## config.mk

```make
export PLATFORM = sky130hd
export DESIGN_NAME = rtc_bus_master
export DESIGN_NICKNAME = d
export VERILOG_FILES = /design/src/rtl/rtc_bus_master.sv
export SDC_FILE = /design/constraint.sdc
export NUM_CORES = 1
export LEC_CHECK = 0
export CAP_MARGIN = 20
export CORE_MARGIN = 1
export CORE_UTILIZATION = 45
export DETAILED_ROUTE_END_ITERATION = 10
export PLACE_DENSITY = 0.68
export RECOVER_POWER = 50
export SKIP_CTS_REPAIR_TIMING = 1
export SKIP_LAST_GASP = 1
export SLEW_MARGIN = 0
export SYNTH_ARGS = -nofsm -noshare
export SYNTH_HDL_FRONTEND = slang
export SYNTH_SLANG_ARGS = --single-unit
```

## constraint.sdc

```tcl
create_clock -name clk -period 8.6 [get_ports clk]
set_clock_uncertainty 0.2 [all_clocks]
set_input_delay 1.72 -clock clk [delete_from_list [all_inputs] [get_ports clk]]
set_output_delay 1.72 -clock clk [all_outputs]
set_load 0.01 [all_outputs]
```

## src/rtl/rtc_bus_master.sv

```systemverilog
// rtc_bus_master: multiplexed-bus master for a parallel RTC.
//   Periodically reads NUM_REGS consecutive registers starting at ADDR_BASE
//   into a shadow buffer and commits them to rd_regs in one cycle. Services
//   single-byte write requests, which take priority at access boundaries.
//   Every access is ADDR, GAP1, DATA, GAP2, each lasting T_PH clk cycles.
//
// Ports:
//   clk, reset           system clock; asynchronous active-high reset
//   wr_req/addr/data     write request (held until wr_ack) with address/data
//   wr_ack               one-cycle pulse in the last GAP2 cycle of a write
//   busy                 high while any bus access is in progress
//   rd_regs, rd_valid    last committed burst (byte k = reg ADDR_BASE+k), commit pulse
//   bcd_err              one-cycle pulse when a burst is rejected (BCD check build only)
//   cs_n, rd_n, wr_n     RTC strobes, active-low
//   a_d                  0 = address phase, 1 = data phase
//   io_out, io_oe, io_in bus drive value / enable / sampled value
//
// Build option: define RTC_BCD_CHECK_EN to reject bursts containing any
// nibble greater than 9; otherwise bcd_err is tied low and every burst commits.

module rtc_bus_master #(
  parameter int unsigned NUM_REGS  = 9,
  parameter logic [7:0]  ADDR_BASE = 8'h21,
  parameter int unsigned T_PH      = 10,
  parameter int unsigned POLL_CYC  = 100000
) (
  input  logic                  clk,
  input  logic                  reset,
  input  logic                  wr_req,
  input  logic [7:0]            wr_addr,
  input  logic [7:0]            wr_data,
  output logic                  wr_ack,
  output logic                  busy,
  output logic [8*NUM_REGS-1:0] rd_regs,
  output logic                  rd_valid,
  output logic                  bcd_err,
  output logic                  cs_n,
  output logic                  rd_n,
  output logic                  wr_n,
  output logic                  a_d,
  output logic [7:0]            io_out,
  output logic                  io_oe,
  input  logic [7:0]            io_in
);

  localparam logic [7:0]  PH_LAST   = 8'(T_PH - 1);
  localparam logic [31:0] POLL_LAST = 32'(POLL_CYC - 1);
  localparam logic [5:0]  IDX_LAST  = 6'(NUM_REGS - 1);

  typedef enum logic [2:0] {IDLE, ADDR, GAP1, DATA, GAP2} state_t;

  state_t                  state, state_d;
  logic [7:0]              ph_cnt, ph_d;
  logic                    cur_wr, cur_wr_d;
  logic [7:0]              lat_addr, lat_addr_d;
  logic [7:0]              lat_data, lat_data_d;
  logic [5:0]              rd_idx;
  logic                    burst_act, burst_pend;
  logic [31:0]             poll_cnt;
  logic [8*NUM_REGS-1:0]   shadow, shadow_merged;

  logic ph_last, poll_wrap, pend_eff, arb_ok, wr_sel, rd_sel, start_burst;
  logic capture, capture_last, commit, reject;
  logic cs_n_d, rd_n_d, wr_n_d, a_d_d, io_oe_d, busy_d, wr_ack_d;
  logic [7:0] io_out_d;

`ifdef RTC_BCD_CHECK_EN
  logic bcd_bad_acc, byte_bad, burst_bad;

  always_comb begin
    byte_bad  = (io_in[7:4] > 4'd9) | (io_in[3:0] > 4'd9);
    burst_bad = bcd_bad_acc | byte_bad;
  end

  always_ff @(posedge clk or posedge reset) begin
    if (reset) begin
      bcd_bad_acc <= 1'b0;
      bcd_err     <= 1'b0;
    end else begin
      if (capture) bcd_bad_acc <= capture_last ? 1'b0 : burst_bad;
      bcd_err <= capture_last & burst_bad;
    end
  end

  assign reject = burst_bad;
`else
  assign bcd_err = 1'b0;
  assign reject  = 1'b0;
`endif

  // Arbitration happens only in IDLE or on the last GAP2 cycle. A poll wrap
  // counts as pending in the same cycle, so the first burst enters ADDR
  // exactly POLL_CYC cycles after reset release. A write never re-arbitrates
  // at the end of its own GAP2, where wr_req is still high alongside wr_ack.
  always_comb begin
    ph_last      = (ph_cnt == PH_LAST);
    poll_wrap    = (poll_cnt == POLL_LAST);
    pend_eff     = burst_pend | (poll_wrap & ~burst_act);
    arb_ok       = (state == IDLE) | ((state == GAP2) & ph_last);
    wr_sel       = arb_ok & wr_req & ~((state == GAP2) & cur_wr);
    rd_sel       = arb_ok & ~wr_sel & (burst_act | pend_eff);
    start_burst  = rd_sel & ~burst_act;
    capture      = (state == DATA) & ph_last & ~cur_wr;
    capture_last = capture & (rd_idx == IDX_LAST);
    commit       = capture_last & ~reject;
  end

  always_comb begin
    shadow_merged = shadow;
    shadow_merged[{rd_idx, 3'b000} +: 8] = io_in;
  end

  always_comb begin
    state_d    = state;
    ph_d       = ph_cnt + 8'd1;
    cur_wr_d   = cur_wr;
    lat_addr_d = lat_addr;
    lat_data_d = lat_data;
    case (state)
      IDLE: ph_d = '0;
      ADDR: if (ph_last) begin state_d = GAP1; ph_d = '0; end
      GAP1: if (ph_last) begin state_d = DATA; ph_d = '0; end
      DATA: if (ph_last) begin state_d = GAP2; ph_d = '0; end
      GAP2: if (ph_last) begin state_d = IDLE; ph_d = '0; end
      default: begin state_d = IDLE; ph_d = '0; end
    endcase
    if (wr_sel) begin
      state_d    = ADDR;
      ph_d       = '0;
      cur_wr_d   = 1'b1;
      lat_addr_d = wr_addr;
      lat_data_d = wr_data;
    end else if (rd_sel) begin
      state_d    = ADDR;
      ph_d       = '0;
      cur_wr_d   = 1'b0;
      lat_addr_d = ADDR_BASE + {2'b00, rd_idx};
    end
  end

  // Bus outputs are decoded from the next state and registered, so they
  // change only on the clock edge or on the asynchronous reset.
  always_comb begin
    cs_n_d   = ~((state_d == ADDR) | (state_d == DATA));
    wr_n_d   = ~((state_d == ADDR) | ((state_d == DATA) & cur_wr_d));
    rd_n_d   = ~((state_d == DATA) & ~cur_wr_d);
    io_oe_d  = (state_d == ADDR) | ((state_d == DATA) & cur_wr_d);
    busy_d   = (state_d != IDLE);
    wr_ack_d = (state_d == GAP2) & (ph_d == PH_LAST) & cur_wr_d;
    case (state_d)
      ADDR:    a_d_d = 1'b0;
      DATA:    a_d_d = 1'b1;
      IDLE:    a_d_d = 1'b0;
      default: a_d_d = a_d;
    endcase
    if (state_d == ADDR)                 io_out_d = lat_addr_d;
    else if ((state_d == DATA) & cur_wr_d) io_out_d = lat_data_d;
    else                                 io_out_d = io_out;
  end

  always_ff @(posedge clk or posedge reset) begin
    if (reset) begin
      state      <= IDLE;
      ph_cnt     <= '0;
      cur_wr     <= 1'b0;
      lat_addr   <= '0;
      lat_data   <= '0;
      rd_idx     <= '0;
      burst_act  <= 1'b0;
      burst_pend <= 1'b0;
      poll_cnt   <= '0;
      shadow     <= '0;
      rd_regs    <= '0;
      rd_valid   <= 1'b0;
      cs_n       <= 1'b1;
      rd_n       <= 1'b1;
      wr_n       <= 1'b1;
      a_d        <= 1'b0;
      io_oe      <= 1'b0;
      io_out     <= '0;
      busy       <= 1'b0;
      wr_ack     <= 1'b0;
    end else begin
      state    <= state_d;
      ph_cnt   <= ph_d;
      cur_wr   <= cur_wr_d;
      lat_addr <= lat_addr_d;
      lat_data <= lat_data_d;
      poll_cnt <= poll_wrap ? '0 : poll_cnt + 32'd1;

      // Wraps seen while a burst is active are dropped, not queued.
      if (start_burst)                  burst_pend <= 1'b0;
      else if (poll_wrap & ~burst_act)  burst_pend <= 1'b1;

      if (start_burst)        burst_act <= 1'b1;
      else if (capture_last)  burst_act <= 1'b0;

      if (capture) begin
        shadow <= shadow_merged;
        rd_idx <= capture_last ? '0 : rd_idx + 6'd1;
      end

      rd_valid <= commit;
      if (commit) rd_regs <= shadow_merged;

      cs_n   <= cs_n_d;
      rd_n   <= rd_n_d;
      wr_n   <= wr_n_d;
      a_d    <= a_d_d;
      io_oe  <= io_oe_d;
      io_out <= io_out_d;
      busy   <= busy_d;
      wr_ack <= wr_ack_d;
    end
  end

endmodule
```

# == Yosys cells after proc, flatten, opt, wreduce, memory -nomap -nowiden ==
# Cells that the tools add are included.
# word_totals
ff_bits,228
output_inout_bits,89
word_cells,101
# op_classes
n_addsub,5
eq_ne,11
shifts,2
n_mux,26
bitwise,28
reduce_logical,9
# op_table
op,count
bitwise mux 72 bit,1
two-way mux 8 bit,9
variable shift 8 x 11 -> 72 bit (first input constant),1
indexed part select 8 x 11 -> 72 bit,1
adder 32 x 1 -> 32 bit (second input constant),1
== test 32 x 17 -> 1 bit (second input constant),1
two-way mux 32 bit,1
two-way mux 3 bit,6
== test 8 x 4 -> 1 bit (second input constant),2
AND 1 bit,15
one-hot mux 3 bit (5 select lines),1
negator 9 -> 11 bit,1
== test 3 x 2 -> 1 bit (second input constant),3
adder 8 x 1 -> 8 bit (second input constant),1
inverter 1 bit,8
nonzero test 2 bit,4
adder 6 x 6 -> 7 bit (first input constant),1
adder 6 x 1 -> 6 bit (second input constant),1
== test 3 x 1 -> 1 bit (second input constant),2
== test 3 bit (second input constant),2
== test 6 x 4 -> 1 bit (second input constant),1
zero test 3 bit,2
two-way mux 1 bit,6
two-way mux 6 bit,1
other kinds (5),9

# == Longest topological paths before layout ==
# Gate-level depths: netlist of run 1.
# logic_depth
ltp_word,14
ltp_mapped,12
ltp_nobuf,9

# == Worst setup path after synthesis of run 1 ==
# Ideal clock, no wire load.
# synth_timing
path_kind,input -> register
startpoint,input wr_req
endpoint,register busy
t_arrival_ps,2992
required_time_ps,8269
path_slack_ps,5277
path_stages,6
n_path_buf,0
path_cell_list,nor2b_1 > a31oi_1 > o221a_2 > a21boi_1 > inv_1 > or3_1
# synth_via
elab_chain_cells,8
# synth_lines
element,line,rtl
"start, declared",29,"input logic wr_req,"
AND 1 bit (*) (2 in series),100,wr_sel = arb_ok & wr_req & ~((state == GAP2) & cur_wr);
inverter 1 bit,101,rd_sel = arb_ok & ~wr_sel & (burst_act | pend_eff);
AND 1 bit (2 in series),101,
two-way mux 3 bit,133,end else if (rd_sel) begin
two-way mux 3 bit (*),127,if (wr_sel) begin
via state_d[0],52,"state_t state, state_d;"
nonzero test 3 bit (*),148,busy_d = (state_d != IDLE);
via busy_d,64,"logic cs_n_d, rd_n_d, wr_n_d, a_d_d, io_oe_d, busy_d, wr_ack_d;"
"end signal, assigned",212,busy <= busy_d;
"end, declared",33,"output logic busy,"
# Mark *: on every way through the listed nets, which the timed path passes. The rest lies on a longest branch.
# A chain may end at the register's enable or synchronous reset.

# == Worst setup path in the final report of run 1 ==
# layout_timing
startpoint,register ph_cnt[5]
endpoint,register rd_regs[52]
# layout_via
elab_chain_cells,4
# layout_lines
element,line,rtl
"start, declared",53,"logic [7:0] ph_cnt, ph_d;"
"start signal, assigned",185,ph_cnt <= ph_d;
== test 8 x 4 -> 1 bit,96,ph_last = (ph_cnt == PH_LAST);
AND 1 bit (2 in series),103,capture = (state == DATA) & ph_last & ~cur_wr;
AND 1 bit,104,capture_last = capture & (rd_idx == IDX_LAST);
"end signal, assigned",204,if (commit) rd_regs <= shadow_merged;
"end, declared",34,"output logic [8*NUM_REGS-1:0] rd_regs,"
# No other way between the ends.

==> results of run 1 <==
stage by stage:
step	area, um2	cells
floorplan	10740	986
global placement	12050	1365
detailed placement	12050	1365
CTS	12900	1413
global route	12870	1413
finish	12870	1413
cell families (layout without fill, tap and decap cells):
logic type | count (synthesis) | after routing | synth area share (%)
other | 1 | 1 | 0.03492
and+or+nand+nor | 332 | 332 | 15.43
muxes | 144 | 144 | 14.94
buffers and inverters | 82 | 190 | 3.658
AOI/OAI and AO/OA | 148 | 148 | 8.435
DFF | 228 | 228 | 53.16
adders and majority gates | 6 | 6 | 0.6758
xor gates and xnor gates | 45 | 45 | 3.670
registers in the layout, summed over array words and instances (netlist names), 3 cells and up:
register	count
io_out	8
lat_addr	8
lat_data	8
ph_cnt	8
poll_cnt	32
rd_idx	6
rd_regs	72
shadow	72
state	3
metal layers:
metal	global-route usage (%)	part of all wire, %	vias to the layer above
li1	-	-	3592
met1	28.74	48	3688
met2	31.10	46	149
met3	2.908	3.8	37
met4	5.696	2.0	0
met5	0	0	-
critical path: cells and delay by family, from the launching register on:
family,cells,cell delay (ns)
simple gates,5,3.65
buf+inv,1,1.01
flops,1,0.45
compound gates,1,0.18
power groups by stage:
stage / Clock [mW] / Combinational (mW) / Sequential [mW]
2_1_floorplan: 0 / 0.275 / 1.21
3_3_place_gp: 0 / 0.405 / 1.22
3_5_place_dp: 0 / 0.416 / 1.22
4_1_cts: 1.11 / 0.416 / 1.20
5_1_grt: 1.16 / 0.451 / 1.21
6_report: 1.08 / 0.403 / 1.20
cell type report:
class	instances	area, um2
Clock buffer	43	795.8
Clock inverter	5	50.05
Fill cell	2051	10600
Inverter	19	72.57
Multi-Input combinational cell	676	4641
Sequential cell	228	5709
Tap cell	319	399.1
Timing Repair Buffer	123	1205
how the worst max path moves through the flow:
stage / start / endpoint
2_1_floorplan: reset / a_d
5_1_grt: reset / shadow[51]
4_1_cts: ph_cnt[5] / rd_regs[25]
3_3_place_gp: wr_req / busy
3_5_place_dp: wr_req / busy
6_report: ph_cnt[5] / rd_regs[52]
cell usage after synthesis, types with 18 or more instances:
| library cell | n | area share [%] |
|---|---|---|
| inv_1 | 18 | 0.63 |
| mux2_2 | 62 | 6.5 |
| nand2_1 | 54 | 1.9 |
| buf_2 | 20 | 0.93 |
| and2_1 | 35 | 2.0 |
| xnor2_1 | 28 | 2.3 |
| clkbuf_1 | 29 | 1.0 |
| nor2_1 | 117 | 4.1 |
| mux2i_1 | 65 | 6.1 |
| a21oi_1 | 71 | 3.3 |
| o21ai_0 | 20 | 0.93 |
| dfrtp_1 | 225 | 52 |
| nand3_1 | 28 | 1.3 |
==> flow_summary.ini, run 1 <==
[timing]
fmax_mhz = 177.4
timing.final.crit_share_pct = 65.53
period_minus_slack_ns = 5.636
finalSetupViolCount = 0
slew_viol_final = 149
finalHoldViolCount = 0
setup_ws_ns = 2.964
tns_ns = 0
worst_pin_slew_ns = 4.623
hold_ws_ns = 0.2720
timing.slew.headroom_pct = -209.9
rsz0062_at_grt = false

[grt]
antenna_found_initial = 0
grt_max_degree = 107
gr-total-overflow = 0
grt_pass1_wl_mm = 38.92
track_usage_pct = 19.90
grt_pass1_vias = 7452

[power]
internal-power_mw = 1.996
clockPowerShare_pct = 40.3
power_frac_comb_pct = 15.0
vdd_drop_max_mv = 0.1138
switchingPower_uw = 694.9
finalPower_mw = 2.691
pwr-share-seq_pct = 44.8
swShare_pct = 25.83
p_leak_nw = 5.522
powerDensity_nw_per_um2 = 209.0

[cts]
clockBufferDepth = 3
cts_buffers = 26
clock_sinks = 228
htree_num_levels = 1
tritoncts = yes
path_clk_slew_ns = 0.06
cts_root_buffer = clkbuf_16
clk_latency_ns = 0.52

[critical_path]
path_class = reg2reg
crit_path_max_fanout = 106
ff2ff_setup_slack_ns = 2.96
r2r_end = rd_regs[52]
crit_required_ns = 8.83
crit_chain = or4_1 > or3_1 > or2_0 > nor2_1 > buf_4 > nor2_1 > a21oi_1
reg2reg_depth = 7
max_stage_delay_ns = 2.02
timing.rr.start = ph_cnt[5]
crit_top_cell = nor2_1
startpoint_type = flop
slowest_stage = nor2_1
cp-end-kind = flop
arrival_ns = 5.86

[logic_synthesis]
ys_seq_area_share_pct = 53.16
synth_area_um2 = 10740
synth_nets = 1018
ys_async_sr_fraction_pct = 100.0
ys_types = 67
synth_ff_type = dfrtp_1
yosysWarnings = 0
synth_area_per_cell_um2 = 10.89
synth_edf_count = 0
ys_seq_elements = 228
synthCells = 986

[final_layout]
utilization_pct = 54.84
most-common-layout-cells = 225 x dfrtp_1, 117 x nor2_1, 73 x clkdlybuf4s50_1, 71 x a21oi_1, 65 x mux2i_1
syn_to_final_growth_pct = 19.86
diodes = 0
layout_commonest_cell = dfrtp_1
finalNetCount = 1106
layout-drive-gt1-share_pct = 11.88

[routing]
drt_iter0_markers = 432
vias = 7466
drc = 0
wl_per_cell_um = 16.51
drt-vias-per-instance = 5.284
drtAntennaViolNets = 0
first_pass_iters = 4
finalWirelength_mm = 23.34

[die]
die_w_um = 156.5
core_area_um2 = 23470
initial_core_util_pct = 45.75
top_level_ports = 116
die_area_um2 = 24490
die_h_um = 156.5
rows = 56

[status]
status = finished, violations left
violations = max-capacitance violations, max-slew violations

[hold_path]
holdPathEnd = poll_cnt[31]
min_path_type = reg2reg
hold_depth = 1
hp-start = poll_cnt[31]

[flow_run]
cap_violations = 2

[place]
place_ws_ns = 4.242
io_buffers = 114
gp_congestion = 0.8504
dp_hpwl_mm = 15.71
Note: power is estimated with default switching activity, not from simulation.
==> run 2, diff against run 1 <==
==> constraint.sdc (replaced) <==
create_clock -name clk -period 4.7 [get_ports clk]
set_clock_uncertainty 0.2 [all_clocks]
set_input_delay 0.94 -clock clk [delete_from_list [all_inputs] [get_ports clk]]
set_output_delay 0.94 -clock clk [all_outputs]
set_load 0.01 [all_outputs]
==> run 2 against run 1 <==
Effect of this change: the run still ends with max-capacitance violations, max-slew violations left; clock-buffer cell count shrank 9; global-route usage is essentially flat; clock power grew 83%; register-to-register slack lost 1.8 ns; die area is the same; core utilization grew 0.37 points; critical path type is now in2async.
==> flow_summary.ini, run 2 (same netlist as run 1, synthesis figures left out) <==
[status]
status = finished, violations left
violations = max-capacitance violations, max-slew violations

[timing]
worst_pin_slew_ns = 1.710
tns_ns = 0
slew_viol_final = 63
timing.slew.headroom_pct = -14.00
period_minus_slack_ns = 3.594
setup_ws_ns = 1.107
timing.final.crit_share_pct = 76.46
finalHoldViolCount = 0
rsz0062_at_grt = false
finalSetupViolCount = 0
fmax_mhz = 278.3

[routing]
drc = 0
finalWirelength_mm = 23.33
vias = 7487
drtAntennaViolNets = 0
dr_wl_met3_um = 867
first_pass_iters = 4
wl_per_cell_um = 16.44
top_layer = met4
met1_length_mm = 11.07
drt-vias-per-instance = 5.276
route.met2.wl_mm = 10.96
drt_iter0_markers = 355

[place]
dp_hpwl_mm = 16.12
gp_congestion = 0.8164
dpl.cell_count = 1371
place_ws_ns = 1.158
io_buffers = 114

[final_layout]
layout-drive-gt1-share_pct = 13.21
syn_to_final_growth_pct = 20.68
finalNetCount = 1111
stdcell_count = 1419
utilization_pct = 55.21
most-common-layout-cells = 225 x dfrtp_1, 116 x nor2_1, 113 x clkdlybuf4s50_1, 71 x a21oi_1, 65 x mux2i_1
top_regs = rd_regs: 72 flops, shadow: 72 flops, poll_cnt: 32 flops
layout_commonest_cell = dfrtp_1

[critical_path]
startpoint_type = input pin
r2r_end = shadow[2]
cp-end-kind = async pin
slowest_stage = clkbuf_1
crit_required_ns = 4.81
timing.rr.start = rd_idx[0]
arrival_ns = 3.71
reg2reg_depth = 7
path_class = in2async
crit_chain = dlygate4sd3_1 > clkinvlp_2 > clkbuf_1
max_stage_delay_ns = 1.31
crit_path_max_fanout = 35
ff2ff_setup_slack_ns = 1.14

[cts]
cts_buffers = 25
htree_num_levels = 1
tritoncts = yes
clockBufferDepth = 3
clk_latency_ns = 0.53
cts_root_buffer = clkbuf_16
path_clk_slew_ns = 0.06
clock_sinks = 228

[hold_path]
hold_depth = 1
min_path_type = reg2reg
holdPathEnd = poll_cnt[31]
hp-start = poll_cnt[31]

[die]
initial_core_util_pct = 45.75
core_area_um2 = 23470
die_h_um = 156.5
die_w_um = 156.5
rows = 56
top_level_ports = 116
die_area_um2 = 24490

[flow_run]
cap_violations = 2

[power]
vdd_drop_max_mv = 0.1769
p_leak_nw = 5.644
powerDensity_nw_per_um2 = 380.9
finalPower_mw = 4.937

[grt]
gr-total-overflow = 0
antenna_found_initial = 0
grt_max_degree = 102
track_usage_pct = 19.94
grt_pass1_wl_mm = 39.23
grt_pass1_vias = 7458
## run 2: worst max-delay path by stage
stage,cells past startpoint,from,slack [ns],end
after floorplan,1,reset,0.58,a_d
after global placement,7,rd_idx[0],1.25,shadow[4]
after detailed placement,7,rd_idx[0],1.16,shadow[2]
after CTS,7,rd_idx[0],1.15,shadow[2]
after global routing,3,reset,0.64,shadow[16]
final,3,reset,1.11,shadow[18]
## run 2: stage by stage
step	cell area [um2]	hold slack (ns)
6_report	12960	0.2780
5_1_grt	12950	0.3007
4_1_cts	12990	0.2847
3_5_place_dp	12140	0.2670
3_3_place_gp	12140	0.2609
2_1_floorplan	10740	0.2429
## run 2: final cells by class
class	count	area, um2
fillers	2064	10510
flip-flops and latches	228	5709
diodes	2	5.005
repair buffers	129	1274
inverters	19	72.57
well taps	319	399.1
multi-input cells	676	4652
clock inverters	12	138.9
clock buffers	34	709.4
## run 2: per-layer routing
layer	GRT usage, %	vias up
met5	0	-
met4	4.902	0
met3	2.935	34
met2	31.44	112
met1	28.88	3727
li1	-	3614
## run 2: report_power, final
| part | internal, mW | switching, mW |
|---|---|---|
| Combinational | 0.360 | 0.397 |
| Sequential | 2.10 | 0.0938 |
| Clock | 1.18 | 0.805 |
| Total | 3.64 | 1.30 |
## run 2: worst max-delay path, delay by kind of cell
family	cells	cell delay [ns]
buffers and inverters	3	2.74
==> run 3, diff against run 2 <==
==> constraint.sdc (replaced) <==
create_clock -name clk -period 3.3 [get_ports clk]
set_clock_uncertainty 0.2 [all_clocks]
set_input_delay 0.66 -clock clk [delete_from_list [all_inputs] [get_ports clk]]
set_output_delay 0.66 -clock clk [all_outputs]
set_load 0.01 [all_outputs]
==> run 3 against run 2 <==
Effect of this change: the flow now finishes without violations; global-route usage down 0.33 points; sequential share of layout area fell by 0.064 points; highest routed layer unchanged; die area unchanged; first-iteration DRC count is 11% higher; clock-buffer cell count unchanged.
==> flow_summary.ini, run 3 (same netlist as run 1, synthesis figures left out) <==
[routing]
first_pass_iters = 5
drc = 0
vias = 7529
drt-vias-per-instance = 5.280
drtAntennaViolNets = 0
finalWirelength_mm = 23.49
drt_iter0_markers = 393
wl_per_cell_um = 16.47

[timing]
period_minus_slack_ns = 3.087
worst_pin_slew_ns = 1.199
finalHoldViolCount = 0
finalSetupViolCount = 0
fmax_mhz = 324.0
timing.slew.headroom_pct = 20.10
slew_viol_final = 0
rsz0062_at_grt = false
timing.final.crit_share_pct = 93.54
hold_ws_ns = 0.2707

[cts]
path_clk_slew_ns = 0.06
htree_num_levels = 1
cts_root_buffer = clkbuf_16
cts_buffers = 25
clock_sinks = 228
tritoncts = yes
clk_latency_ns = 0.51
clockBufferDepth = 3

[die]
core_area_um2 = 23470
die_w_um = 156.5
die_h_um = 156.5
initial_core_util_pct = 45.75
rows = 56
die_area_um2 = 24490
top_level_ports = 116

[critical_path]
crit_required_ns = 3.50
path_class = reg2reg
crit_family = simple AND/OR/NAND/NOR gates
cp-end-kind = flop
startpoint_type = flop
max_stage_delay_ns = 0.59
crit_chain = or4_1 > or3_1 > or2_1 > or2_1 > mux2_4
crit_top_cell = or2_1
slowest_stage = or4_1
ff2ff_setup_slack_ns = 0.21
arrival_ns = 3.28
crit_path_max_fanout = 8
path_buf_inv = 0

[flow_run]
cap_violations = 0

[final_layout]
top_regs = rd_regs: 72 flops, shadow: 72 flops, poll_cnt: 32 flops
layout_commonest_cell = dfrtp_1
most-common-layout-cells = 225 x dfrtp_1, 116 x nor2_1, 100 x clkdlybuf4s50_1, 71 x a21oi_1, 65 x mux2i_1
finalNetCount = 1123
diodes = 0
syn_to_final_growth_pct = 20.86
layout-drive-gt1-share_pct = 14.18
stdcell_area_um2 = 12980
stdcell_count = 1426

[place]
place_area_um2 = 12230
io_buffers = 114
dp_hpwl_mm = 16.19
gp_congestion = 0.7922
dpl.cell_count = 1383

[grt]
track_usage_pct = 19.62
gr-total-overflow = 0
grt_pass1_vias = 7346
antenna_found_initial = 0
grt_pass1_wl_mm = 38.45
grt_max_degree = 102

[power]
p_leak_nw = 5.675
powerDensity_nw_per_um2 = 538.8
finalPower_mw = 6.993
vdd_drop_max_mv = 0.2721

[status]
status = finished, final reports clean

[hold_path]
min_path_type = reg2reg
run 3: final timing paths:
path                                end  depth (start not counted)    startpoint
hold reg to reg            poll_cnt[31]                          1  poll_cnt[31]
setup / recovery             shadow[61]                          5     ph_cnt[5]
hold / removal             poll_cnt[31]                          1  poll_cnt[31]
min in group asynchronous   rd_regs[31]                          2         reset
setup reg to reg             shadow[61]                          5     ph_cnt[5]
max in group asynchronous   lat_data[4]                          3         reset
run 3: layout make-up:
cell class	instances	area [um2]
Clock buffer	34	699.4
Tap cell	319	399.1
Multi-Input combinational cell	676	4652
Fill cell	2024	10490
Clock inverter	9	101.3
Timing Repair Buffer	141	1345
Sequential cell	228	5709
Inverter	19	72.57
run 3: through the flow:
step / utilization (%) / setup TNS [ns] / setup WS, ns
2_1_floorplan: - / -120.94 / -0.5375
5_1_grt: 55.29 / 0 / 0.06720
6_report: 55.29 / 0 / 0.2131
3_3_place_gp: 52.12 / 0 / 0.3031
4_1_cts: 55.53 / 0 / 0.2499
3_5_place_dp: 52.12 / 0 / 0.2368
run 3: report_power, final:
group / switching [mW] / internal [mW] / total [mW]
clock network: 1.11 / 1.63 / 2.74
registers: 0.130 / 3.00 / 3.13
logic: 0.590 / 0.532 / 1.12
run 3: layer usage:
metal	wire (um)	GRT usage (%)	share of wire, %	vias to the layer above
met5	0	0	0	-
met4	503	5.135	2.1	0
met2	10870	31.21	46	141
met1	11280	28.06	48	3704
li1	-	-	-	3646
met3	842	2.852	3.6	38
